===== src/rtl/rch_pkg.sv =====
// Shared definitions for the redundancy-checker table updater: ST codes,
// updater FSM encoding and table sizing.
package rch_pkg;

  localparam logic [1:0] ST_NONE = 2'b00;
  localparam logic [1:0] ST_ORIG = 2'b01;
  localparam logic [1:0] ST_RED  = 2'b10;

  localparam int unsigned STEP_RANGE_DEF    = 128;
  localparam int unsigned MAX_LIFM_RSIZ_DEF = 3;
  localparam int unsigned TBL_ENTRIES       = MAX_LIFM_RSIZ_DEF * STEP_RANGE_DEF;

  typedef enum logic [1:0] {
    UPD_IDLE,
    UPD_SRC,
    UPD_DEST
  } upd_state_e;

  function automatic int unsigned tbl_entries(input int unsigned rsiz, input int unsigned step);
    return rsiz * step;
  endfunction

endpackage


===== src/rtl/rch_result_fifo.sv =====
// Synchronous circular-buffer FIFO with wrap-around pointers, a count and a
// synchronous flush. DEPTH must be a power of two.
module rch_result_fifo #(
  parameter int WIDTH = 8,
  parameter int DEPTH = 4
) (
  input  logic             clk,
  input  logic             reset,
  input  logic             clear,
  input  logic             push,
  input  logic             pop,
  input  logic [WIDTH-1:0] wdata,
  output logic [WIDTH-1:0] rdata,
  output logic             full,
  output logic             empty
);

  localparam int PW = $clog2(DEPTH);
  localparam int CW = PW + 1;

  logic [PW-1:0]    wr_ptr_q, wr_ptr_d;
  logic [PW-1:0]    rd_ptr_q, rd_ptr_d;
  logic [CW-1:0]    count_q, count_d;
  logic [WIDTH-1:0] mem_q [DEPTH];
  logic [WIDTH-1:0] mem_d [DEPTH];
  logic             push_ok;
  logic             pop_ok;

  assign full    = (count_q == CW'(DEPTH));
  assign empty   = (count_q == '0);
  assign rdata   = mem_q[rd_ptr_q];
  assign push_ok = push && !full && !clear;
  assign pop_ok  = pop && !empty && !clear;

  always_comb begin
    wr_ptr_d = wr_ptr_q;
    rd_ptr_d = rd_ptr_q;
    count_d  = count_q;
    mem_d    = mem_q;
    if (clear) begin
      wr_ptr_d = '0;
      rd_ptr_d = '0;
      count_d  = '0;
    end else begin
      if (push_ok) begin
        mem_d[wr_ptr_q] = wdata;
        wr_ptr_d        = wr_ptr_q + PW'(1);
      end
      if (pop_ok) begin
        rd_ptr_d = rd_ptr_q + PW'(1);
      end
      case ({push_ok, pop_ok})
        2'b10:   count_d = count_q + CW'(1);
        2'b01:   count_d = count_q - CW'(1);
        default: count_d = count_q;
      endcase
    end
  end

  always_ff @(posedge clk) begin
    if (reset) begin
      wr_ptr_q <= '0;
      rd_ptr_q <= '0;
      count_q  <= '0;
    end else begin
      wr_ptr_q <= wr_ptr_d;
      rd_ptr_q <= rd_ptr_d;
      count_q  <= count_d;
    end
  end

  // Storage holds data only; validity is tracked by the count.
  always_ff @(posedge clk) begin
    mem_q <= mem_d;
  end

endmodule


===== src/rtl/rch_table_updater.sv =====
// Buffers per-pair MT/ST results and serialises source/destination writes onto
// the shared table port. Optional macro RCH_UPD_STATS_EN adds red_cnt.
module rch_table_updater
  import rch_pkg::*;
#(
  parameter int STEP_RANGE    = 128,
  parameter int MAX_LIFM_RSIZ = 3,
  parameter int ITER_WIDTH    = 9,
  parameter int FIFO_DEPTH    = 4
) (
  input  logic                  clk,
  input  logic                  reset,
  input  logic                  clear,
  input  logic                  in_valid,
  output logic                  in_ready,
  input  logic [ITER_WIDTH-1:0] src_idx,
  input  logic [ITER_WIDTH-1:0] dest_idx,
  input  logic                  dest_en,
  input  logic [STEP_RANGE-1:0] n_src_mt,
  input  logic [STEP_RANGE-1:0] n_dest_mt,
  input  logic [1:0]            n_src_st,
  input  logic [1:0]            n_dest_st,
  input  logic                  tbl_busy,
  output logic                  tbl_we,
  output logic [ITER_WIDTH-1:0] tbl_addr,
  output logic [STEP_RANGE-1:0] tbl_mt,
  output logic [1:0]            tbl_st,
  output logic                  idle,
  output logic                  idx_err
`ifdef RCH_UPD_STATS_EN
  ,
  output logic [ITER_WIDTH:0]   red_cnt
`endif
);

  localparam int unsigned TBL_LIMIT = tbl_entries(MAX_LIFM_RSIZ, STEP_RANGE);
  localparam int REC_W  = 2 * ITER_WIDTH + 2 * STEP_RANGE + 5;
  localparam int WORK_W = ITER_WIDTH + STEP_RANGE + 3;

  logic [REC_W-1:0]      in_rec;
  logic [REC_W-1:0]      head_rec;
  logic                  fifo_full;
  logic                  fifo_empty;
  logic                  pop;

  logic                  h_dest_en;
  logic [ITER_WIDTH-1:0] h_src_idx;
  logic [ITER_WIDTH-1:0] h_dest_idx;
  logic [STEP_RANGE-1:0] h_src_mt;
  logic [STEP_RANGE-1:0] h_dest_mt;
  logic [1:0]            h_src_st;
  logic [1:0]            h_dest_st;

  logic                  w_dest_en;
  logic [ITER_WIDTH-1:0] w_dest_idx;
  logic [STEP_RANGE-1:0] w_dest_mt;
  logic [1:0]            w_dest_st;

  upd_state_e            state_q, state_d;
  logic [WORK_W-1:0]     work_q, work_d;
  logic [ITER_WIDTH-1:0] tbl_addr_q, tbl_addr_d;
  logic [STEP_RANGE-1:0] tbl_mt_q, tbl_mt_d;
  logic [1:0]            tbl_st_q, tbl_st_d;
  logic                  idx_err_q, idx_err_d;

  logic                  writing;
  logic                  advance;
  logic                  addr_ok;

  assign in_rec = {dest_en, src_idx, dest_idx, n_src_mt, n_dest_mt, n_src_st, n_dest_st};
  assign {h_dest_en, h_src_idx, h_dest_idx, h_src_mt, h_dest_mt, h_src_st, h_dest_st} = head_rec;
  assign {w_dest_en, w_dest_idx, w_dest_mt, w_dest_st} = work_q;

  rch_result_fifo #(
    .WIDTH (REC_W),
    .DEPTH (FIFO_DEPTH)
  ) u_fifo (
    .clk   (clk),
    .reset (reset),
    .clear (clear),
    .push  (in_valid),
    .pop   (pop),
    .wdata (in_rec),
    .rdata (head_rec),
    .full  (fifo_full),
    .empty (fifo_empty)
  );

  assign in_ready = !fifo_full;
  assign idle     = fifo_empty && (state_q == UPD_IDLE);
  assign writing  = (state_q == UPD_SRC) || (state_q == UPD_DEST);
  assign advance  = writing && !tbl_busy && !clear;
  assign addr_ok  = (32'(tbl_addr_q) < TBL_LIMIT);
  assign tbl_we   = advance && addr_ok && !reset;
  assign tbl_addr = tbl_addr_q;
  assign tbl_mt   = tbl_mt_q;
  assign tbl_st   = tbl_st_q;
  assign idx_err  = idx_err_q;

  // Only the destination half of a record needs to outlive the pop.
  always_comb begin
    state_d    = state_q;
    work_d     = work_q;
    tbl_addr_d = tbl_addr_q;
    tbl_mt_d   = tbl_mt_q;
    tbl_st_d   = tbl_st_q;
    pop        = 1'b0;
    if (clear) begin
      state_d    = UPD_IDLE;
      work_d     = '0;
      tbl_addr_d = '0;
      tbl_mt_d   = '0;
      tbl_st_d   = '0;
    end else begin
      case (state_q)
        UPD_IDLE: begin
          if (!fifo_empty) begin
            pop        = 1'b1;
            work_d     = {h_dest_en, h_dest_idx, h_dest_mt, h_dest_st};
            tbl_addr_d = h_src_idx;
            tbl_mt_d   = h_src_mt;
            tbl_st_d   = h_src_st;
            state_d    = UPD_SRC;
          end
        end
        UPD_SRC: begin
          if (!tbl_busy) begin
            if (w_dest_en) begin
              tbl_addr_d = w_dest_idx;
              tbl_mt_d   = w_dest_mt;
              tbl_st_d   = w_dest_st;
              state_d    = UPD_DEST;
            end else begin
              state_d = UPD_IDLE;
            end
          end
        end
        UPD_DEST: begin
          if (!tbl_busy) state_d = UPD_IDLE;
        end
        default: state_d = UPD_IDLE;
      endcase
    end
  end

  always_comb begin
    idx_err_d = idx_err_q;
    if (clear) idx_err_d = 1'b0;
    else if (advance && !addr_ok) idx_err_d = 1'b1;
  end

  always_ff @(posedge clk) begin
    if (reset) begin
      state_q    <= UPD_IDLE;
      work_q     <= '0;
      tbl_addr_q <= '0;
      tbl_mt_q   <= '0;
      tbl_st_q   <= '0;
      idx_err_q  <= 1'b0;
    end else begin
      state_q    <= state_d;
      work_q     <= work_d;
      tbl_addr_q <= tbl_addr_d;
      tbl_mt_q   <= tbl_mt_d;
      tbl_st_q   <= tbl_st_d;
      idx_err_q  <= idx_err_d;
    end
  end

`ifdef RCH_UPD_STATS_EN
  logic [ITER_WIDTH:0] red_cnt_q, red_cnt_d;

  always_comb begin
    red_cnt_d = red_cnt_q;
    if (clear) red_cnt_d = '0;
    else if (tbl_we && (tbl_st_q == ST_RED) && (red_cnt_q != '1)) red_cnt_d = red_cnt_q + 1'b1;
  end

  always_ff @(posedge clk) begin
    if (reset) red_cnt_q <= '0;
    else       red_cnt_q <= red_cnt_d;
  end

  assign red_cnt = red_cnt_q;
`endif

endmodule


===== config.mk =====
export PLATFORM = sky130hd
export DESIGN_NAME = rch_table_updater
export DESIGN_NICKNAME = d
export VERILOG_FILES = /design/src/rtl/rch_pkg.sv /design/src/rtl/rch_result_fifo.sv /design/src/rtl/rch_table_updater.sv
export SDC_FILE = /design/constraint.sdc
export NUM_CORES = 1
export LEC_CHECK = 0
export ABC_AREA = 1
export CAP_MARGIN = 20
export CORE_AREA = 5 5 299 419
export CTS_BUF_LIST = sky130_fd_sc_hd__clkbuf_2 sky130_fd_sc_hd__clkbuf_4 sky130_fd_sc_hd__clkbuf_8
export DETAILED_ROUTE_END_ITERATION = 10
export DIE_AREA = 0 0 304 424
export DONT_BUFFER_PORTS = 1
export MAX_ROUTING_LAYER = met4
export PLACE_DENSITY = 0.64
export SYNTH_ARGS = -nofsm -noshare
export SYNTH_HDL_FRONTEND = slang
export SYNTH_HIERARCHICAL = 1
export SYNTH_SLANG_ARGS = --single-unit

===== constraint.sdc =====
create_clock -name clk -period 14.4 [get_ports clk]
set_input_delay 2.16 -clock clk [delete_from_list [all_inputs] [get_ports clk]]
set_output_delay 2.16 -clock clk [all_outputs]
set_load 0.02 [all_outputs]

* Word-level counts from Yosys, hierarchy flattened
Cells that the tools add are included.
** Storage, ports and cells
- Logic and storage cells :: 88
- Bits in registers :: 1405
- Output and inout bits :: 143
- Input bits :: 284
** Cells by class
- Reduce and logical (&&, ||, !) cells :: 27
- Bitwise operators :: 4
- $add $sub $neg :: 4
- Mux-type cells :: 27
- Eq/ne operators :: 9
- $lt $le $gt $ge :: 4
** Operator list (number)
- bitwise mux 1116 bit :: 1
- 2-to-1 mux 279 bit :: 3
- binary-select mux 279 bit (select 2 bit) :: 1
- demux 279 bit (select 2 bit) :: 1
- 2-to-1 mux 128 bit :: 3
- case mux 128 bit (2 select lines) :: 1
- 2-to-1 mux 9 bit :: 3
- case mux 9 bit (2 select lines) :: 1
- 2-to-1 mux 2 bit :: 7
- logical AND 1 bit :: 11
- < comparator 9 bit (second input constant) :: 1
- != test 2 bit (second input constant) :: 4
- >= comparator 3 bit (second input constant) :: 2
- zero test 1 bit :: 6
- inverter 2 -> 3 bit :: 2
- case mux 2 bit (3 select lines) :: 1
- case mux 3 bit (2 select lines) :: 1
- adder 2 x 1 -> 2 bit (second input constant) :: 2
- equality test 2 x 1 -> 1 bit (second input constant) :: 2
- equality test 2 bit (second input constant) :: 2
- case mux 2 bit (2 select lines) :: 1
- AND reduction 2 bit :: 2
- AND reduction 4 bit :: 1
- nonzero test 2 bit :: 2
- 11 further kinds :: 14

* Depth between registers and ports, before layout
- Depth after elaboration :: 8
- Mapped depth :: 21
- Gate-level depth less buffers :: 19

* By module
Netlist, hierarchy kept.
** Modules (own cells, without submodules)
- rch_result_fifo :: times used 1, area each 41638.7 sq um, cells an instance 2768, seq. area each 33652.3 sq um
- rch_table_updater :: times used 1, area each 12420.7 sq um, cells an instance 1979, seq. area each 5645.4 sq um

* Least setup slack after synthesis
OpenSTA, ideal clock, no wires.
- Kind :: in2reg
- Start point :: input in_valid
- End point :: register u_fifo/mem_q[0] (netlist name) (enable)
- Setup time :: 0.926 ns
- Slack :: -0.581 ns
- Required time :: 13.474 ns
- Stages :: 4
- Arrival :: 14.055 ns
- Buffers on the path :: 0
- Cell sequence :: inv_1 -> nor2_1 -> nand2_1 -> nor2_1
** On the way
- Longest elaborated chain between the ends :: 3
** RTL lines
- from (decl) :: line rch_table_updater.sv:14 : input logic in_valid,
- logical AND 1 bit (2 in a row) :: line rch_result_fifo.sv:32 : assign push_ok = push && !full && !clear;
- AND reduction 2 bit (no source line)
- to (signal assigned) :: line rch_result_fifo.sv:74 : mem_q <= mem_d;
- to (decl) :: line rch_result_fifo.sv:24 : logic [WIDTH-1:0] mem_q [DEPTH];
Every way passes these cells.
A chain may end at the register's enable or synchronous reset.

* Final worst setup path
- Start point :: input reset
- End point :: output tbl_we
** On the way
- Longest elaborated chain between the ends :: 2
** RTL lines
- from (decl) :: line rch_table_updater.sv:12 : input logic reset,
- zero test 1 bit :: line rch_table_updater.sv:94 : assign tbl_we = advance && addr_ok && !reset;
- logical AND 1 bit :: line rch_table_updater.sv:94
- to (decl) :: line rch_table_updater.sv:24 : output logic tbl_we,
Every way passes these cells.

==> run summary <==
Outcome: completed
Clock power frac: 0.402
Hold Worst Slack: 510.8 ps
H-Tree Depth: 4
PwrDens: 137.8 mW/mm²
Post-cts resize count: 0
Worst-Margin Slew: 1192 ps
Register bit total from synthesis: 1405
Peak supply drop: 0.1363 mV
CP bufs+invs: 1
Most frequent cell after synthesis: nor2_1
Final setup violation count: 0
Async S/R FF share, synth: 0
Initial Util: 0.4448
Initial DRC Count: 2744
HP Class: flop to flop
Maximum clock rate: 188.7 MHz
Wirelength per Cell: 20.89 µm
Cell area after synthesis: 0.05406 mm²
GRT Overall Usage: 0.2116
Design Area, Final: 0.05922 mm²
Multi-input gate area: 0.01249 mm²
Gate Count Post-Synth: 4747
Initial antenna violation count: 5
Number of synthesized flops with an enable pin: 1116
Bufs on Longest Clock Path: 3
GPL Wtd Cong: 0.7674
Combinational Power Share: 0.042
Sw Share: 0.2277
Synth top area share: 0.6199
Chip width: 304 µm
Syn Area/Cell: 11.39 µm²
Clock transition at path regs: 60 ps
CP required: 12240 ps
Final WL: 135.4 mm
Synth area leader: edfxtp_1
Largest net degree at the start of global routing: 200
Row cnt: 152
Post-synthesis sequential area ratio: 0.7269
Clock sink count: 1405
Fin crit period: 5298 ps
Slew headroom: 0.2056
PortBufs: 0
DP HPWL: 74.03 mm
Unrepaired setup endpoints after global routing: false
CP endpoint kind: output pin
NetSw: 1.859 mW
Vias in the first global route: 33966
Final Cycle Share: 0.3679
Die Area: 0.1289 mm²
Antenna viol nets, final: 0
Crit-path leading delay family: simple AND/OR/NAND/NOR gates
Congestion Overflow GR: 0
YS warnings: 6
FF+latch area: 0.03931 mm²
Clock Skews: 53.29 ps
# IOs: 427
Fillcell total: 10691
Syn_nets: 5041
Crit start category: input pin
Vias: 34488
Slew Viols, Final: 0
Worst path max stage delay: 790 ps
Internal Power: 6.303 mW
Hold Buf Count CTS: 0
Hold Fails Final Rpt: 0
Share of layout cells above drive strength 1: 0.08390
Leading post-synthesis cells by cell area: edfxtp_1 62%, dfxtp_1 11%, nor2_1 7.9%
Post-place instance area: 0.05491 mm²
Crit-path slowest cell: nor4_1
CORE AREA: 0.1215 mm²
Num CTS Buffers: 203
Post-CTS setup buffer count: 0
CTS tree: done
Leak pwr: 21.66 nW
Vias/cell: 5.319
Area growth syn-to-layout: 9.550%
Synth cell types: 22
Drt first pass iters: 5
Crit-path max FO: 3
CP Data Arrival Time: 3140 ps
Setup CP Type: input pin to output pin
First-pass GRT wire length: 206.2 mm
Post-synth top cells: 1135 x nor2_1, 1116 x edfxtp_1, 725 x nand2_1
Max-Cap Viols: 0
Drt drc: 0
Clock Latency Late Sink: 940 ps
Top FF cell, synth: edfxtp_1
Crit-path cells: inv_1 > nand2_1 > nor4_1
Nets@finish: 4980
Root buffer selected by CTS: clkbuf_8
Die height: 424 µm
Seq pwr share: 0.557
per-stage QoR:
stage	util	power, mW	setup slack (ps)	setup TNS, ps	instances
global route	0.4873	8.486	9057	0	6482
CTS	0.4872	8.255	9090	0	6480
global placement	0.4518	4.964	8286	0	6098
finish	0.4873	8.162	9102	0	6484
detailed placement	0.4518	4.971	8258	0	6098
floorplan	-	4.891	-580.9	-648300	4747
worst paths after layout:
kind                       from            endpoint  slack, ps  cells after the start
max                       reset              tbl_we       9100                      3
min          u_fifo/wr_ptr_q[0]  u_fifo/wr_ptr_q[0]        510                      2
max reg2reg  u_fifo/rd_ptr_q[0]          tbl_mt[10]      10140                      9
min reg2reg  u_fifo/wr_ptr_q[0]  u_fifo/wr_ptr_q[0]        510                      2
kinds of logic (layout without fill, tap and decap cells):
| logic type | count (synthesis) | in the layout | share of synthesized area |
|---|---|---|---|
| other | 0 | 4 | 0 |
| AOI/OAI and AO/OA | 985 | 985 | 0.09765 |
| adders and majority gates | 10 | 10 | 0.002453 |
| and+or+nand+nor | 1867 | 1867 | 0.1300 |
| buffers and inverters | 480 | 596 | 0.04300 |
| DFF | 1405 | 1405 | 0.7269 |
area by class of cell:
cell class / count / share of cell area
Timing Repair Buffer: 41 / 0.006888
Inverter: 173 / 0.01151
Multi-Input combinational cell: 2862 / 0.2110
Sequential cell: 1405 / 0.6637
Clock buffer: 301 / 0.06266
Tap cell: 1617 / 0.03416
Antenna cell: 4 / 0.0001690
Clock inverter: 81 / 0.009951
power by group through the flow:
stage / combinational, mW / sequential [mW] / clock (mW)
after floorplan: 0.256 / 4.63 / 0
after global placement: 0.337 / 4.63 / 0
after detailed placement: 0.342 / 4.63 / 0
after CTS: 0.345 / 4.54 / 3.37
after global routing: 0.388 / 4.55 / 3.55
final: 0.340 / 4.54 / 3.28
cell usage in the layout (no fill, tap or decap), types with 5 or more instances in the layout:
| master | count |
|---|---|
| clkinv_2 | 28 |
| buf_12 | 8 |
| ha_1 | 8 |
| buf_4 | 33 |
| inv_6 | 9 |
| clkbuf_4 | 69 |
| o21ai_0 | 572 |
| nand2_1 | 725 |
| dfxtp_1 | 287 |
| edfxtp_1 | 1116 |
| a21oi_1 | 6 |
| inv_1 | 167 |
| clkbuf_8 | 232 |
| nor2_4 | 5 |
| o22ai_1 | 279 |
| inv_12 | 6 |
| nor2_1 | 1131 |
| o21ai_1 | 128 |
| clkinv_1 | 30 |
tightest hold or removal path, cell delays in order (launching register included):
cell and delay, ps:
dfxtp_1 340, nand2_1 70, a21oi_1 50
layer usage:
layer	vias to the layer above	wire length, µm	GRT usage	share of wire
met5	-	0	-	0
met4	0	3754	0.07234	0.028
met3	245	11050	0.06290	0.082
met2	1119	66910	0.3498	0.49
met1	16843	53710	0.2493	0.40
li1	16281	-	-	-
state kept, by name, indices dropped and copies added (netlist names):
signal,flops
idx_err,1
u_fifo/wr_ptr_q,2
work_q,140
tbl_mt,128
u_fifo/mem_q,1116
tbl_st,2
state_q,2
u_fifo/count_q,3
tbl_addr,9
u_fifo/rd_ptr_q,2
No activity file was read; power rests on OpenSTA's default activity.
